--- config.mk ---
export PLATFORM = sky130hd
export DESIGN_NAME = game_status_formatter
export DESIGN_NICKNAME = d
export VERILOG_FILES = /design/src/rtl/game_pkg.sv /design/src/rtl/bcd2_counter.sv /design/src/rtl/game_status_formatter.sv
export SDC_FILE = /design/constraint.sdc
export NUM_CORES = 1
export LEC_CHECK = 0
export CAP_MARGIN = 0
export CORE_ASPECT_RATIO = 0.9
export CORE_MARGIN = 1.5
export CORE_UTILIZATION = 45
export DETAILED_ROUTE_END_ITERATION = 7
export PLACE_DENSITY = 0.66
export SLEW_MARGIN = 20
export SYNTH_ARGS = -nofsm -noshare
export SYNTH_HDL_FRONTEND = slang
export SYNTH_SLANG_ARGS = --single-unit
--- constraint.sdc ---
create_clock -name CLOCK_50 -period 5.25 [get_ports CLOCK_50]
set_clock_uncertainty 0.1 [all_clocks]
set_input_delay 1.05 -clock CLOCK_50 [delete_from_list [all_inputs] [get_ports CLOCK_50]]
set_output_delay 1.05 -clock CLOCK_50 [all_outputs]
set_load 0.005 [all_outputs]
--- src/rtl/game_pkg.sv ---
// rtl/game_pkg.sv - shared state encodings, display codes and helpers for the game status formatter
package game_pkg;

    typedef enum logic [1:0] {
        ST_IDLE = 2'd0,
        ST_PLAY = 2'd1,
        ST_OVER = 2'd2,
        ST_QUIT = 2'd3
    } state_t;

    // Digit code the seven-segment decoder renders as an unlit digit
    localparam logic [3:0] DIG_BLANK = 4'hF;

    // Mode codes shown on HEX0
    localparam logic [3:0] MODE_IDLE = 4'h0;
    localparam logic [3:0] MODE_PLAY = 4'h1;
    localparam logic [3:0] MODE_OVER = 4'hE;
    localparam logic [3:0] MODE_QUIT = 4'hC;

    localparam logic [9:0] LEDR_ALL = 10'h3FF;

    // Thermometer of a packed-BCD value: the lowest min(value,10) LEDs lit.
    // Any non-zero tens digit means at least 10, so every LED is lit.
    function automatic logic [9:0] bcd_therm(input logic [7:0] bcd);
        logic [9:0] t;
        if (bcd[7:4] != 4'd0) begin
            t = LEDR_ALL;
        end else begin
            t = ~(LEDR_ALL << bcd[3:0]);
        end
        return t;
    endfunction

endpackage

--- src/rtl/bcd2_counter.sv ---
// rtl/bcd2_counter.sv - two-digit packed BCD counter, saturating at 00 and 99
//
// Ports:
//   clk       in   1  clock, rising edge
//   resetn    in   1  asynchronous active-low reset (value -> RESET_VAL)
//   clr       in   1  force value to 00 (highest priority)
//   load      in   1  load load_val
//   load_val  in   8  packed BCD {tens,ones} to load
//   inc       in   1  count up by one, holds at 99
//   dec       in   1  count down by one, holds at 00
//   value     out  8  current packed BCD value
//   zero      out  1  value is 00
module bcd2_counter #(
    parameter logic [7:0] RESET_VAL = 8'h00
) (
    input  logic       clk,
    input  logic       resetn,
    input  logic       clr,
    input  logic       load,
    input  logic [7:0] load_val,
    input  logic       inc,
    input  logic       dec,
    output logic [7:0] value,
    output logic       zero
);

    logic [7:0] next_value;

    always_comb begin
        next_value = value;
        if (clr) begin
            next_value = 8'h00;
        end else if (load) begin
            next_value = load_val;
        end else if (inc && !dec) begin
            if (value == 8'h99) begin
                next_value = value;
            end else if (value[3:0] == 4'd9) begin
                next_value = {value[7:4] + 4'd1, 4'd0};
            end else begin
                next_value = {value[7:4], value[3:0] + 4'd1};
            end
        end else if (dec && !inc) begin
            if (value == 8'h00) begin
                next_value = value;
            end else if (value[3:0] == 4'd0) begin
                next_value = {value[7:4] - 4'd1, 4'd9};
            end else begin
                next_value = {value[7:4], value[3:0] - 4'd1};
            end
        end
    end

    always_ff @(posedge clk or negedge resetn) begin
        if (!resetn) begin
            value <= RESET_VAL;
        end else begin
            value <= next_value;
        end
    end

    assign zero = (value == 8'h00);

endmodule

--- src/rtl/game_status_formatter.sv ---
// rtl/game_status_formatter.sv - game mode / BCD countdown / BCD score tracker feeding the board display holders
//
// Parameters:
//   CLK_HZ      clock cycles per one-second tick
//   TIME_START  countdown start value, packed BCD 01..99
// Optional build macro:
//   GAMEDISP_BLINK_EN  in OVER, LEDR blinks all-on/all-off every half second instead of showing the score
// Ports:
//   CLOCK_50     in   1  system clock
//   resetn       in   1  asynchronous active-low reset
//   ingameOn     in   1  level: game in progress
//   gameOver     in   1  level: game finished by game logic
//   userquit     in   1  level: player abandoned game
//   match_pulse  in   1  one-cycle strobe: a tile pair was matched
//   time_up      out  1  one-cycle strobe when the countdown reaches 00
//   hex0hldr     out  4  mode code
//   hex2hldr     out  4  score ones
//   hex3hldr     out  4  score tens (blank when zero)
//   hex4hldr     out  4  timer ones
//   hex5hldr     out  4  timer tens
//   ledrhldr     out 10  score thermometer / end-of-game pattern
module game_status_formatter
    import game_pkg::*;
#(
    parameter int         CLK_HZ     = 50_000_000,
    parameter logic [7:0] TIME_START = 8'h60
) (
    input  logic       CLOCK_50,
    input  logic       resetn,
    input  logic       ingameOn,
    input  logic       gameOver,
    input  logic       userquit,
    input  logic       match_pulse,
    output logic       time_up,
    output logic [3:0] hex0hldr,
    output logic [3:0] hex2hldr,
    output logic [3:0] hex3hldr,
    output logic [3:0] hex4hldr,
    output logic [3:0] hex5hldr,
    output logic [9:0] ledrhldr
);

    localparam int               PRE_W    = (CLK_HZ > 1) ? $clog2(CLK_HZ) : 1;
    localparam logic [PRE_W-1:0] PRE_LAST = PRE_W'(CLK_HZ - 1);

    state_t           state;
    state_t           state_next;
    logic [PRE_W-1:0] presc;
    logic             in_play;
    logic             tick;
    logic             start_game;
    logic [7:0]       timer_val;
    logic [7:0]       score_val;
    logic             timer_zero;
    logic             score_zero;
    logic [3:0]       score_tens_disp;
    logic [9:0]       score_therm;
    logic [9:0]       over_ledr;

    assign in_play    = (state == ST_PLAY);
    assign tick       = in_play && (presc == PRE_LAST);
    assign start_game = (state == ST_IDLE) && (state_next == ST_PLAY);

    // ---------------------------------------------------------------- FSM
    always_ff @(posedge CLOCK_50 or negedge resetn) begin
        if (!resetn) begin
            state <= ST_IDLE;
        end else begin
            state <= state_next;
        end
    end

    // userquit outranks gameOver/time_up, which outrank ingameOn
    always_comb begin
        state_next = state;
        case (state)
            ST_IDLE: begin
                if (userquit)                    state_next = ST_QUIT;
                else if (ingameOn && !gameOver)  state_next = ST_PLAY;
            end
            ST_PLAY: begin
                if (userquit)                    state_next = ST_QUIT;
                else if (gameOver || time_up)    state_next = ST_OVER;
                else if (!ingameOn)              state_next = ST_IDLE;
            end
            ST_OVER: begin
                if (userquit)                    state_next = ST_QUIT;
                else if (!ingameOn && !gameOver) state_next = ST_IDLE;
            end
            ST_QUIT: begin
                if (!userquit)                   state_next = ST_IDLE;
            end
            default: state_next = ST_IDLE;
        endcase
    end

    // ---------------------------------------------------------- prescaler
    // Held at zero outside PLAY so every game starts a full second from its first tick.
    always_ff @(posedge CLOCK_50 or negedge resetn) begin
        if (!resetn) begin
            presc <= '0;
        end else if (!in_play || tick) begin
            presc <= '0;
        end else begin
            presc <= presc + PRE_W'(1);
        end
    end

    // ---------------------------------------------------------- counters
    bcd2_counter #(
        .RESET_VAL (TIME_START)
    ) u_timer (
        .clk      (CLOCK_50),
        .resetn   (resetn),
        .clr      (1'b0),
        .load     (start_game),
        .load_val (TIME_START),
        .inc      (1'b0),
        .dec      (tick && !timer_zero),
        .value    (timer_val),
        .zero     (timer_zero)
    );

    bcd2_counter #(
        .RESET_VAL (8'h00)
    ) u_score (
        .clk      (CLOCK_50),
        .resetn   (resetn),
        .clr      (start_game),
        .load     (1'b0),
        .load_val (8'h00),
        .inc      (in_play && match_pulse),
        .dec      (1'b0),
        .value    (score_val),
        .zero     (score_zero)
    );

    // Strobe on the same edge the timer steps 01 -> 00; the FSM sees it one cycle later.
    always_ff @(posedge CLOCK_50 or negedge resetn) begin
        if (!resetn) begin
            time_up <= 1'b0;
        end else begin
            time_up <= tick && (timer_val == 8'h01);
        end
    end

    // ---------------------------------------------------------- display
    assign score_tens_disp = (score_val[7:4] == 4'd0) ? DIG_BLANK : score_val[7:4];
    assign score_therm     = score_zero ? 10'h000 : bcd_therm(score_val);

`ifdef GAMEDISP_BLINK_EN
    localparam int              HALF      = (CLK_HZ / 2 > 0) ? CLK_HZ / 2 : 1;
    localparam int              HALF_W    = (HALF > 1) ? $clog2(HALF) : 1;
    localparam logic [HALF_W-1:0] HALF_LAST = HALF_W'(HALF - 1);

    logic [HALF_W-1:0] half_cnt;
    logic              blink_on;

    // Parked at "on" outside OVER so the pattern always opens with all LEDs lit.
    always_ff @(posedge CLOCK_50 or negedge resetn) begin
        if (!resetn) begin
            half_cnt <= '0;
            blink_on <= 1'b1;
        end else if (state != ST_OVER) begin
            half_cnt <= '0;
            blink_on <= 1'b1;
        end else if (half_cnt == HALF_LAST) begin
            half_cnt <= '0;
            blink_on <= ~blink_on;
        end else begin
            half_cnt <= half_cnt + HALF_W'(1);
        end
    end

    assign over_ledr = {10{blink_on}};
`else
    assign over_ledr = score_therm;
`endif

    always_ff @(posedge CLOCK_50 or negedge resetn) begin
        if (!resetn) begin
            hex0hldr <= MODE_IDLE;
            hex2hldr <= DIG_BLANK;
            hex3hldr <= DIG_BLANK;
            hex4hldr <= DIG_BLANK;
            hex5hldr <= DIG_BLANK;
            ledrhldr <= 10'h000;
        end else begin
            case (state)
                ST_PLAY: begin
                    hex0hldr <= MODE_PLAY;
                    hex2hldr <= score_val[3:0];
                    hex3hldr <= score_tens_disp;
                    hex4hldr <= timer_val[3:0];
                    hex5hldr <= timer_val[7:4];
                    ledrhldr <= score_therm;
                end
                ST_OVER: begin
                    hex0hldr <= MODE_OVER;
                    hex2hldr <= score_val[3:0];
                    hex3hldr <= score_tens_disp;
                    hex4hldr <= DIG_BLANK;
                    hex5hldr <= DIG_BLANK;
                    ledrhldr <= over_ledr;
                end
                ST_QUIT: begin
                    hex0hldr <= MODE_QUIT;
                    hex2hldr <= DIG_BLANK;
                    hex3hldr <= DIG_BLANK;
                    hex4hldr <= DIG_BLANK;
                    hex5hldr <= DIG_BLANK;
                    ledrhldr <= 10'h000;
                end
                default: begin
                    hex0hldr <= MODE_IDLE;
                    hex2hldr <= DIG_BLANK;
                    hex3hldr <= DIG_BLANK;
                    hex4hldr <= DIG_BLANK;
                    hex5hldr <= DIG_BLANK;
                    ledrhldr <= 10'h000;
                end
            endcase
        end
    end

endmodule

==> impl_metrics.csv <==
group,metric,value,unit
outcome,status,"finished, final reports clean",
floorplan,dieArea,8510,µm²
setup_path,reg2reg_slack,2.47,ns
setup_path,required,5.35,ns
timing,fmax,357,MHz
logic_synthesis,yosys-top-cells-area,"dfrtp_1 39%, dfstp_2 13%, ha_1 6.6%",
logic_synthesis,syn_area,3580,µm²
placed_design,place_area,4010,µm²
timing,tightest_slew,0.992,ns
logic_synthesis,syn_inst,349,
floorplan,chipWidth,97.0,µm
pwr,intPower,1.26,mW
timing,setup_viol,0,
drt,routed-via-count,2508,
layout,fin_util,55.7,%
clock_tree,insertion_delay,0.34,ns
layout,postLayoutCellArea,4250,µm²
setup_path,arrival,2.90,ns
clock_tree,numCtsBuffers,9,
pwr,power.switching,0.590,mW
clock_tree,post_cts_buffers,0,
global_routing,gr-total-overflow,0,
logic_synthesis,ys.warnings.count,0,
layout,antenna_cells,0,
timing,min_period,2.80,ns
pwr,clkPwrFrac,27.8,%
drt,drcViolationCount,0,
logic_synthesis,yosys-top-cells-count,"56 x dfrtp_1, 43 x nor2_1, 30 x nand2_1",
clock_tree,cts_tree,"built",
timing,relSlewSlack,33.9,%
drt,first_pass_iters,4,
min_path,hold_path.class,"reg -> reg",
logic_synthesis,synth_seq_cells,74,
layout,fin_nets,412,
floorplan,core.rowCount,30,
logic_synthesis,synth_edf_count,0,
floorplan,coreArea,7620,µm²
logic_synthesis,synth_nets,374,
global_routing,groute.usage.overall,16.9,%
placed_design,routabilityCongestion,0.803,
global_routing,grt_max_degree,55,
pwr,netSwitchingFraction,31.8,%
drt,routed_wl,6.60,mm
pwr,p_leak,1.81,nW
timing,drv_slew,0,
flow_run,maxCapViolCount,0,
layout,fill_cells,683,
timing,finalSetupTns,0,ns
floorplan,ios,37,
clock_tree,cts.clk_slew.worst_paths,0.07,ns
pwr,ir_drop,176,µV
floorplan,die_h,87.6,µm
logic_synthesis,synth_top_flop_cell,"dfrtp_1",
pwr,combPwrFrac,30.8,%
logic_synthesis,yosysMostFrequentCell,"dfrtp_1",
logic_synthesis,synthArstFlopShare,100,%
timing,post-route-period-util,53.3,%
layout,drive_above_1_share,12.2,%
timing,finalHoldViolCount,0,
pwr,power.density,436,nW/µm²
clock_tree,h-tree-depth,3,
drt,wl_per_cell,13.5,µm
placed_design,dpl.hpwl,4.46,mm
global_routing,antenna_found_initial,0,
layout,multi_input_area,1590,µm²
setup_path,end_kind,"flop",
pwr,p_seq_share,41.5,%
drt,drt_iter0_drc,97,
logic_synthesis,synth_top_area_share,39.1,%
clock_tree,cts-root-buf,"clkbuf_8",
clock_tree,cts-hold-fix-buffers,0,
logic_synthesis,yosysTopAreaCell,"dfrtp_1",
clock_tree,cts_buffer_depth,2,
logic_synthesis,synth_cell_types,43,
drt,ant_nets,0,
setup_path,criticalPathCategory,"in -> reg",
drt,viasPerCell,5.14,
logic_synthesis,ys_seq_area_share,52.3,%
clock_tree,cts_resized,0,
global_routing,first_global_vias,2460,
floorplan,initial_core_util,47.0,%
clock_tree,clock_sinks,74,
placed_design,portBuffers,36,
logic_synthesis,synth.avg_cell_area,10.3,µm²
layout,seqCellArea,1870,µm²
setup_path,crit_fanout,16,
setup_path,cp-start-kind,"input port",
timing,rsz0062_at_grt,"no",
global_routing,grt_pass1_wl,11.5,mm
layout,area_growth,18.5,%
==> state kept, by name (all words and copies together) (netlist names) <==
signal and flops:
hex4hldr 4, u_timer.value 8, state 2, hex3hldr 4, u_score.value 8, hex2hldr 4, time_up 1, hex5hldr 4
ledrhldr 10, presc 26, hex0hldr 3
==> power by group through the flow <==
stage                     Clock [mW]  Sequential [mW]  Combinational (mW)
after floorplan                    0            0.770               0.363
after global routing           0.556            0.785               0.644
after detailed placement           0            0.780               0.570
final                          0.515            0.768               0.570
after CTS                      0.534            0.769               0.577
after global placement             0            0.775               0.564
==> cell usage in the layout, fill, tap and decap left out, drive strengths merged, types with 5 or more instances in the layout <==
cell type      netlist  layout
clkbuf               7      12
o21ai               17      17
nand4               10      10
dfrtp               56      56
nand2b               7       7
inv                 17      17
dfstp               18      18
xor2                21      21
nor3                 8       8
nor2                43      43
xnor2                7       7
clkdlybuf4s50        0      35
nand2               31      31
a21oi               14      14
ha                  19      19
and2                 6       6
nor2b                7       7
nand3               19      19
and3                 5       5
==> worst max-delay path: stages <==
cell and delay, ns:
clkdlybuf4s50_1 0.46, o21ai_0 0.29, a21oi_1 0.11, o21ai_0 0.25, and3_1 0.63, nor2_1 0.11
==> final cells by class <==
type / count / area share (%)
clock buffer: 12 / 3.89
clock inverter: 4 / 1.71
inverter: 17 / 1.50
multi-input combinational: 248 / 37.4
sequential: 74 / 44.1
tap: 96 / 2.83
timing repair buffer: 37 / 8.54
==> cell families (layout without fill, tap and decap cells) <==
kind of cell / Yosys count / in the layout / share of synthesized area (%)
AOI/OAI and AO/OA: 41 / 41 / 6.74
xor gates and xnor gates: 28 / 28 / 6.85
and+or+nand+nor: 158 / 158 / 23.5
DFF: 74 / 74 / 52.3
buffers and inverters: 27 / 70 / 3.35
muxes: 2 / 2 / 0.559
adders and majority gates: 19 / 19 / 6.64
==> worst paths after layout <==
| kind | depth (start not counted) | to | startpoint |
|---|---|---|---|
| min in group asynchronous | 1 | hex0hldr[1] | resetn |
| setup / recovery | 6 | u_score.value[7] | ingameOn |
| hold reg to reg | 1 | presc[0] | presc[0] |
| setup reg to reg | 7 | u_timer.value[0] | state[1] |
| max in group asynchronous | 2 | u_score.value[5] | resetn |
| hold / removal | 1 | presc[0] | presc[0] |
==> stage by stage <==
stage | worst slack [ns] | power [mW] | hold slack, ns | std cells
detailed placement | 2.11 | 1.35 | 0.405 | 472
floorplan | 2.79 | 1.13 | 0.370 | 349
CTS | 2.44 | 1.88 | 0.417 | 488
global route | 2.24 | 1.98 | 0.436 | 488
global placement | 2.18 | 1.34 | 0.404 | 472
finish | 2.45 | 1.85 | 0.410 | 488
==> metal layers <==
metal	vias up	share of wire, %	global-route usage [%]
met4	0	0.96	5.14
met1	1198	48	21.5
met2	55	46	27.5
met3	5	4.8	5.99
met5	-	0	0
li1	1250	-	-
(Power assumes the default switching activity.)
